**src/rtl/mem_port_arbiter_pkg.sv**
```systemverilog
// Shared constants for the IF/MEM single-port SRAM arbiter.
package mem_port_arbiter_pkg;

  localparam logic OWN_IF = 1'b0;
  localparam logic OWN_DM = 1'b1;

  localparam int unsigned ARB_MAX_STARVE = 4;
  localparam int unsigned SRAM_RD_LAT    = 1;

  function automatic logic [31:0] word_addr(input logic [31:0] addr);
    return {addr[31:2], 2'b00};
  endfunction

endpackage

```
**src/rtl/resp_tag_pipe.sv**
```systemverilog
// RD_LAT-deep {valid, owner} shift register that tracks in-flight SRAM reads.
module resp_tag_pipe #(
  parameter int unsigned RD_LAT = 1
) (
  input  logic clk,
  input  logic rst,
  input  logic in_valid,
  input  logic in_owner,
  output logic out_valid,
  output logic out_owner
);

  logic [RD_LAT-1:0] valid_q, valid_d;
  logic [RD_LAT-1:0] owner_q, owner_d;

  always_comb begin
    valid_d    = valid_q << 1;
    owner_d    = owner_q << 1;
    valid_d[0] = in_valid;
    owner_d[0] = in_owner;
  end

  always_ff @(posedge clk) begin
    if (rst) begin
      valid_q <= '0;
      owner_q <= '0;
    end else begin
      valid_q <= valid_d;
      owner_q <= owner_d;
    end
  end

  assign out_valid = valid_q[RD_LAT-1];
  assign out_owner = owner_q[RD_LAT-1];

endmodule

```
**src/rtl/mem_port_arbiter.sv**
```systemverilog
// Shares one synchronous SRAM port between instruction fetch and load/store,
// routing read data back to the owning stage after RD_LAT cycles.
module mem_port_arbiter
  import mem_port_arbiter_pkg::*;
#(
  parameter int unsigned RD_LAT     = SRAM_RD_LAT,
  parameter int unsigned MAX_STARVE = ARB_MAX_STARVE
) (
  input  logic        clk,
  input  logic        rst,
  input  logic        if_req,
  input  logic [31:0] if_addr,
  output logic        if_gnt,
  output logic        if_rvalid,
  output logic [31:0] if_rdata,
  input  logic        dm_req,
  input  logic [3:0]  dm_we,
  input  logic [31:0] dm_addr,
  input  logic [31:0] dm_wdata,
  output logic        dm_gnt,
  output logic        dm_rvalid,
  output logic [31:0] dm_rdata,
  output logic        sram_en,
  output logic [3:0]  sram_wen,
  output logic [31:0] sram_addr,
  output logic [31:0] sram_wdata,
  input  logic [31:0] sram_rdata,
  output logic        stallreq_if,
  output logic        stallreq_mem
);

  localparam logic [2:0] STARVE_LIMIT = 3'(MAX_STARVE);

  logic [2:0]  starve_q, starve_d;
  logic [31:0] if_rdata_q, dm_rdata_q;
  logic        if_win, rd_grant, tag_valid, tag_owner;

  always_comb begin
    // MEM normally wins a conflict; IF wins once it has been starved long enough.
    if_win       = if_req & (~dm_req | (starve_q == STARVE_LIMIT));
    if_gnt       = ~rst & if_win;
    dm_gnt       = ~rst & dm_req & ~if_win;
    stallreq_if  = ~rst & if_req & ~if_gnt;
    stallreq_mem = ~rst & dm_req & ~dm_gnt;

    sram_en    = if_gnt | dm_gnt;
    sram_wen   = '0;
    sram_addr  = '0;
    sram_wdata = '0;
    if (if_gnt) begin
      sram_addr = word_addr(if_addr);
    end else if (dm_gnt) begin
      sram_addr  = word_addr(dm_addr);
      sram_wen   = dm_we;
      sram_wdata = dm_wdata;
    end
    rd_grant = if_gnt | (dm_gnt & (dm_we == 4'b0000));

    if (if_gnt || !if_req) begin
      starve_d = '0;
    end else if (starve_q != STARVE_LIMIT) begin
      starve_d = starve_q + 3'd1;
    end else begin
      starve_d = starve_q;
    end
  end

  resp_tag_pipe #(
    .RD_LAT(RD_LAT)
  ) u_resp_tag_pipe (
    .clk      (clk),
    .rst      (rst),
    .in_valid (rd_grant),
    .in_owner (dm_gnt ? OWN_DM : OWN_IF),
    .out_valid(tag_valid),
    .out_owner(tag_owner)
  );

  always_comb begin
    if_rvalid = ~rst & tag_valid & (tag_owner == OWN_IF);
    dm_rvalid = ~rst & tag_valid & (tag_owner == OWN_DM);
    // Bypass the holding register so data is visible in the rvalid cycle itself.
    if_rdata  = rst ? 32'h0 : (if_rvalid ? sram_rdata : if_rdata_q);
    dm_rdata  = rst ? 32'h0 : (dm_rvalid ? sram_rdata : dm_rdata_q);
  end

  always_ff @(posedge clk) begin
    if (rst) begin
      starve_q   <= '0;
      if_rdata_q <= '0;
      dm_rdata_q <= '0;
    end else begin
      starve_q <= starve_d;
      if (if_rvalid) if_rdata_q <= sram_rdata;
      if (dm_rvalid) dm_rdata_q <= sram_rdata;
    end
  end

endmodule
```
**config.mk**
```make
export PLATFORM = sky130hd
export DESIGN_NAME = mem_port_arbiter
export DESIGN_NICKNAME = d
export VERILOG_FILES = /design/src/rtl/mem_port_arbiter_pkg.sv /design/src/rtl/resp_tag_pipe.sv /design/src/rtl/mem_port_arbiter.sv
export SDC_FILE = /design/constraint.sdc
export NUM_CORES = 1
export LEC_CHECK = 0
export CAP_MARGIN = 20
export CORE_MARGIN = 5
export CORE_UTILIZATION = 29
export CTS_CLUSTER_DIAMETER = 200
export DETAILED_ROUTE_END_ITERATION = 8
export PLACE_DENSITY = 0.89
export SYNTH_ARGS = -nofsm -noshare
export SYNTH_HDL_FRONTEND = slang
export SYNTH_SLANG_ARGS = --single-unit
```
**constraint.sdc**
```tcl
create_clock -name clk -period 1.4 [get_ports clk]
set_input_delay 0.14 -clock clk [delete_from_list [all_inputs] [get_ports clk]]
set_output_delay 0.14 -clock clk [all_outputs]
set_load 0.03 [all_outputs]
```
# After elaboration in Yosys (flattened, before gate mapping)
# Cells that the tools add are included.
[word_totals] regBits=69 in_bits=136 output_inout_bits=139 wordCells=43
[classes] n_addsub=1 eq_ne=2 n_mux=11 n_bitwise=20 reduce_logical=4
[ops] operator="32-bit 2-to-1 mux" n=8
[ops] operator="1-bit bitwise AND" n=11
[ops] operator="4-bit 2-to-1 mux" n=2
[ops] operator="1-bit inverter" n=6
[ops] operator="4-bit zero test" n=1
[ops] operator="3-bit by 1-bit adder with 3-bit output (second input constant)" n=1
[ops] operator="3-bit equality test (second input constant)" n=1
[ops] operator="3-bit != test (second input constant)" n=1
[ops] operator="1-bit OR" n=3
[ops] operator="2-bit OR reduction" n=1
[ops] operator="1-bit zero test" n=1
[ops] operator="1-bit logical OR" n=1
[ops] operator="1-bit 2-to-1 mux" n=1

# Depth between registers and ports, before layout
[depth] ltp_word=7 ltp_mapped=7 ltp_nobuf=6

# Hierarchy
# From an unflattened synthesis, not the netlist that was laid out.
[unflattened] hier_cells=390 area_unflattened_um2=3221.8
[modules_own_cells] module="mem_port_arbiter" n_inst=1 cells_per_inst=386 area_each_um2=3169.3 seq_area_each_um2=1341.3
[modules_own_cells] module="resp_tag_pipe" n_inst=1 cells_per_inst=4 area_each_um2=52.6 seq_area_each_um2=40.0

# Worst setup path before layout
# OpenSTA, ideal clock, no wires.
[synth_path] path_kind="register to register" from="reg u_resp_tag_pipe.valid_q, in the netlist u_resp_tag_pipe.out_valid" to="reg if_rdata_q[10]" setup_time_ps=201 t_arrival_ps=1369 required_time_ps=1199 path_slack_ps=-170 path_stages_with_launch=4 path_buffers=1 period_less_slack_ps=1570 path_cell_list="dfxtp_1 nor3b_2 clkbuf_1 o21ai_0"
[synth_between] elab_chain_cells=4
[synth_rtl] item="from (decl)" line_no="resp_tag_pipe.sv:13" rtl="logic [RD_LAT-1:0] valid_q, valid_d;"
[synth_rtl] item="from (signal assigned)" line_no="resp_tag_pipe.sv:28" rtl="valid_q <= valid_d;"
[synth_rtl] item="1-bit bitwise AND (2 in a row)" line_no="mem_port_arbiter.sv:80" rtl="if_rvalid = ~rst & tag_valid & (tag_owner == OWN_IF);"
[synth_rtl] item="32-bit 2-to-1 mux (2 in a row)"
[synth_rtl] item="net if_rdata[10]" line_no="mem_port_arbiter.sv:15" rtl="output logic [31:0] if_rdata,"
[synth_rtl] item="to (signal assigned)" line_no="mem_port_arbiter.sv:94" rtl="if (if_rvalid) if_rdata_q <= sram_rdata;"
[synth_rtl] item="to (decl)" line_no="mem_port_arbiter.sv:35" rtl="logic [31:0] if_rdata_q, dm_rdata_q;"
# The timed path passes the listed nets, and every way through them passes these cells.
# A chain may end at the register's enable or synchronous reset.

# Final worst setup path
[layout_path] from="reg starve_q[1]" to="out sram_addr[3]"
[layout_between] elab_chain_cells=7 elab_cells_between_ends=8 cone_classes="1 x eq/ne; 2 x mux; 5 x bitwise"
[layout_rtl] item="from (decl)" line_no="mem_port_arbiter.sv:34" rtl="logic [2:0] starve_q, starve_d;"
[layout_rtl] item="from (signal assigned)" line_no="mem_port_arbiter.sv:93" rtl="starve_q <= starve_d;"
[layout_rtl] item="3-bit equality test *" line_no="mem_port_arbiter.sv:40" rtl="if_win = if_req & (~dm_req | (starve_q == STARVE_LIMIT));"
[layout_rtl] item="1-bit OR *" line_no="mem_port_arbiter.sv:40"
[layout_rtl] item="1-bit bitwise AND *" line_no="mem_port_arbiter.sv:40"
[layout_rtl] item="1-bit inverter" line_no="mem_port_arbiter.sv:42" rtl="dm_gnt = ~rst & dm_req & ~if_win;"
[layout_rtl] item="1-bit bitwise AND" line_no="mem_port_arbiter.sv:42"
[layout_rtl] item="32-bit 2-to-1 mux" line_no="mem_port_arbiter.sv:52" rtl="end else if (dm_gnt) begin"
[layout_rtl] item="32-bit 2-to-1 mux *" line_no="mem_port_arbiter.sv:50" rtl="if (if_gnt) begin"
[layout_rtl] item="to (decl)" line_no="mem_port_arbiter.sv:25" rtl="output logic [31:0] sram_addr,"
# Every way passes the cells marked *; elsewhere a longest branch is shown, timed or not.

==> metrics.yaml <==
routing:
  drt_wl_total_um: 21940
  wl_met2_um: 11490
  drt_iter0_drc: 199
  vias_per_cell: 5.251
  post-route-drc-count: 0
  wl_met1_um: 7671
  top_layer: "met4"
  dr_wl_met3_um: 1765
  via_count: 4605
  drt.antenna.violating_nets: 0
  avgRoutedWirePerCell_um: 25.02
  drtPass1Iterations: 6
die:
  core_area_sq_um: 10890
  rows: 38
  io_pins: 275
  dieArea_sq_um: 13350
  die_height_um: 115.5
  die_x_um: 115.5
  start_util_pct: 29.66
placement:
  place_ws_ns: -0.2739
  port_buffers: 268
  dp_hpwl_um: 11140
  gp_congestion: 0.9166
logic_synthesis:
  synth_warnings: 0
  synth_edf_count: 0
  synth_compound_area_share_pct: 13.60
  netlist_area_sq_um: 3229
  netlist_instances: 390
  synthFlopType: "dfxtp_1"
  ys_types: 26
  synth_top_family_by_area: "simple AND/OR/NAND/NOR gates"
  synth_fa_ha_area_share_pct: 0.7749
  synthSimpleGateAreaFrac_pct: 35.10
  seq_area_frac_synth_pct: 42.77
  synth_area_per_cell_sq_um: 8.280
  yosysTopAreaCellShare_pct: 42.77
  synth_most_common_cell: "nand2_1"
  ys_top_cells_by_area: "dfxtp_1 43%, nand2_1 11%, a22o_1 8.1%"
  ys_top_cells_by_count: "97 x nand2_1, 69 x dfxtp_1, 36 x and3_1"
  ys_async_sr_fraction_pct: 0
  yosysTopAreaCell: "dfxtp_1"
  synthXorXnorAreaFrac_pct: 0.2712
  synth.ff_latch_count: 69
  muxShareOfSynthArea_pct: 0
cts:
  numCtsBuffers: 9
  cts_buffer_depth: 2
  path_clk_slew_ns: 0.08
  htree_levels: 3
  root_buffer: "clkbuf_8"
  insertion_delay_ns: 0.35
  clock_sinks: 69
  cts_tree: "yes"
  ctsHoldBuffers: 0
final_layout:
  final_nets: 870
  fillers: 509
  n_antenna_cell: 0
  syn2layout_area_growth_pct: 184.7
  layout-drive-gt1-share_pct: 61.06
worst_hold_path:
  holdPathEnd: "dm_rdata_q[21]"
  hp-start: "sram_rdata[21]"
  worst_hold_path.num_cells: 3
  hp-class: "input port to flip-flop"
global_routing:
  antenna_found_initial: 0
  grt_pass1_wl_um: 29890
  overflow: 0
  grt_pass1_vias: 4964
  grt_use_total_pct: 29.90
  grt_max_degree: 57
worst_setup_path:
  rrSetupSlack_ns: -0.17
  worstPathArrival_ns: 1.78
  crit_path_start_kind: "flip-flop"
  cpMostUsedCell: "buf_6"
  cp-end-kind: "output port"
  crit_chain: "inv_2 > ha_4 > nand2_4 > a21oi_4 > buf_6 > buf_12 > a22o_2 > buf_6"
  slowest_delay_ns: 0.34
  required_ns: 1.26
  crit_slowest_cell: "dfxtp_2"
  critical_path_class: "flip-flop to output port"
  cp_max_fo: 8
  r2r_start: "u_resp_tag_pipe.out_owner"
  regToRegEndpoint: "dm_rdata_q[19]"
  ff2ff_path_depth: 10
pwr:
  ir_worst_vdd_v: 0.0006936
  comb_power_share_pct: 33.1
  p_seq_share_pct: 35.0
  switching_share_pct: 30.14
  p_sw_mw: 1.748
  p_clk_share_pct: 31.9
  power_leakage_nw: 4.264
  finalPower_mw: 5.798
  p_per_area_nw_per_um2: 630.7
  intPower_mw: 4.050
timing:
  max_freq_mhz: 521.3
  rsz0062_at_grt: "true"
  post-route-min-period_ns: 1.918
  slew_violations: 0
  finalSetupViolCount: 146
  hold_viol_final: 0
  timing.final.ws_setup_ns: -0.5183
  fin_worst_skew_ns: 0.01297
  fin_crit_sh_pct: 137.0
run_status:
  violations: "negative setup slack"
  outcome: "finished, violations left"
job:
  cap_violations: 0
-- cells in the final DEF, fill, tap and decap left out, types with 24 or more instances in the layout --
cell	netlist	final
a22o_4	0	28
buf_12	0	38
buf_6	6	154
clkdlybuf4s50_1	0	130
dfxtp_1	69	65
nand2_2	0	24
nand2_4	0	63
nand2b_1	33	33
nand3b_1	32	32
o21ai_4	0	32
-- registers in the layout (all words and copies together) (netlist names) --
signal and flops:
starve_q 3, if_rdata_q 32, u_resp_tag_pipe.out_owner 1, dm_rdata_q 32
u_resp_tag_pipe.out_valid 1
-- how the worst max path moves through the flow --
| stage | slack, ns | start | cells after the start | end |
|---|---|---|---|---|
| floorplan | -0.09 | u_resp_tag_pipe.out_valid | 5 | if_rdata_q[24] |
| global placement | -0.21 | dm_req | 6 | sram_addr[22] |
| detailed placement | -0.27 | dm_req | 6 | sram_addr[3] |
| CTS | -0.49 | starve_q[1] | 8 | sram_addr[31] |
| global route | -0.58 | starve_q[1] | 8 | sram_addr[31] |
| finish | -0.52 | starve_q[1] | 8 | sram_addr[3] |
-- power by group through the flow --
stage | Clock, mW | Combinational (mW) | Sequential [mW]
after global placement | 0 | 1.35 | 2.07
final | 1.85 | 1.92 | 2.03
after detailed placement | 0 | 1.37 | 2.07
after global routing | 1.95 | 1.98 | 2.04
after CTS | 1.86 | 1.75 | 2.03
after floorplan | 0 | 0.627 | 2.07
-- worst max-delay path: cells and delay by family, from the launching register on --
kind,cells,cell delay (ns)
compound gates,2,0.37
buf+inv,4,0.50
fa+ha+maj,1,0.15
simple gates,1,0.06
flops,1,0.34
-- through the flow --
stage	area [sq um]	setup TNS [ns]	hold slack [ns]	utilization, %	cells
final	9193	-57.73	0.4453	84.43	877
after global routing	9193	-65.59	0.4605	84.43	877
after CTS	8553	-53.69	0.3850	78.56	869
after detailed placement	6250	-16.19	0.4673	57.40	783
after global placement	6250	-13.22	0.4568	57.40	783
after floorplan	3483	-2.008	0.3303	-	391
-- kinds of logic after synthesis --
kind of cell	count (synthesis)
fa+ha+maj	2
flops	69
xor+xnor	1
other cells	1
simple gates	212
buf+inv	41
compound gates	64
-- final cells by class --
type / instances / area (sq um) / share of cell area [%]
Tap cell: 140 / 175.2 / 1.906
Sequential cell: 69 / 1389 / 15.11
Clock inverter: 7 / 97.59 / 1.062
Clock buffer: 9 / 123.9 / 1.347
Timing Repair Buffer: 364 / 4442 / 48.32
Inverter: 4 / 22.52 / 0.2450
Multi-Input combinational cell: 284 / 2943 / 32.01
-- repair_timing --
item	CTS	global route
pin swaps	110	36
endpoints found under the hold margin	0	0
resized for setup	288	160
setup endpoints to repair	136	152
setup buffers	50	31
gates cloned	21	2
-- routing by layer --
| metal | global-route usage [%] | vias up |
|---|---|---|
| li1 | - | 2009 |
| met1 | 33.67 | 2245 |
| met2 | 53.16 | 262 |
| met3 | 8.721 | 89 |
| met4 | 11.50 | 0 |
| met5 | 0 | - |
Power figures use the tool's default switching activity.
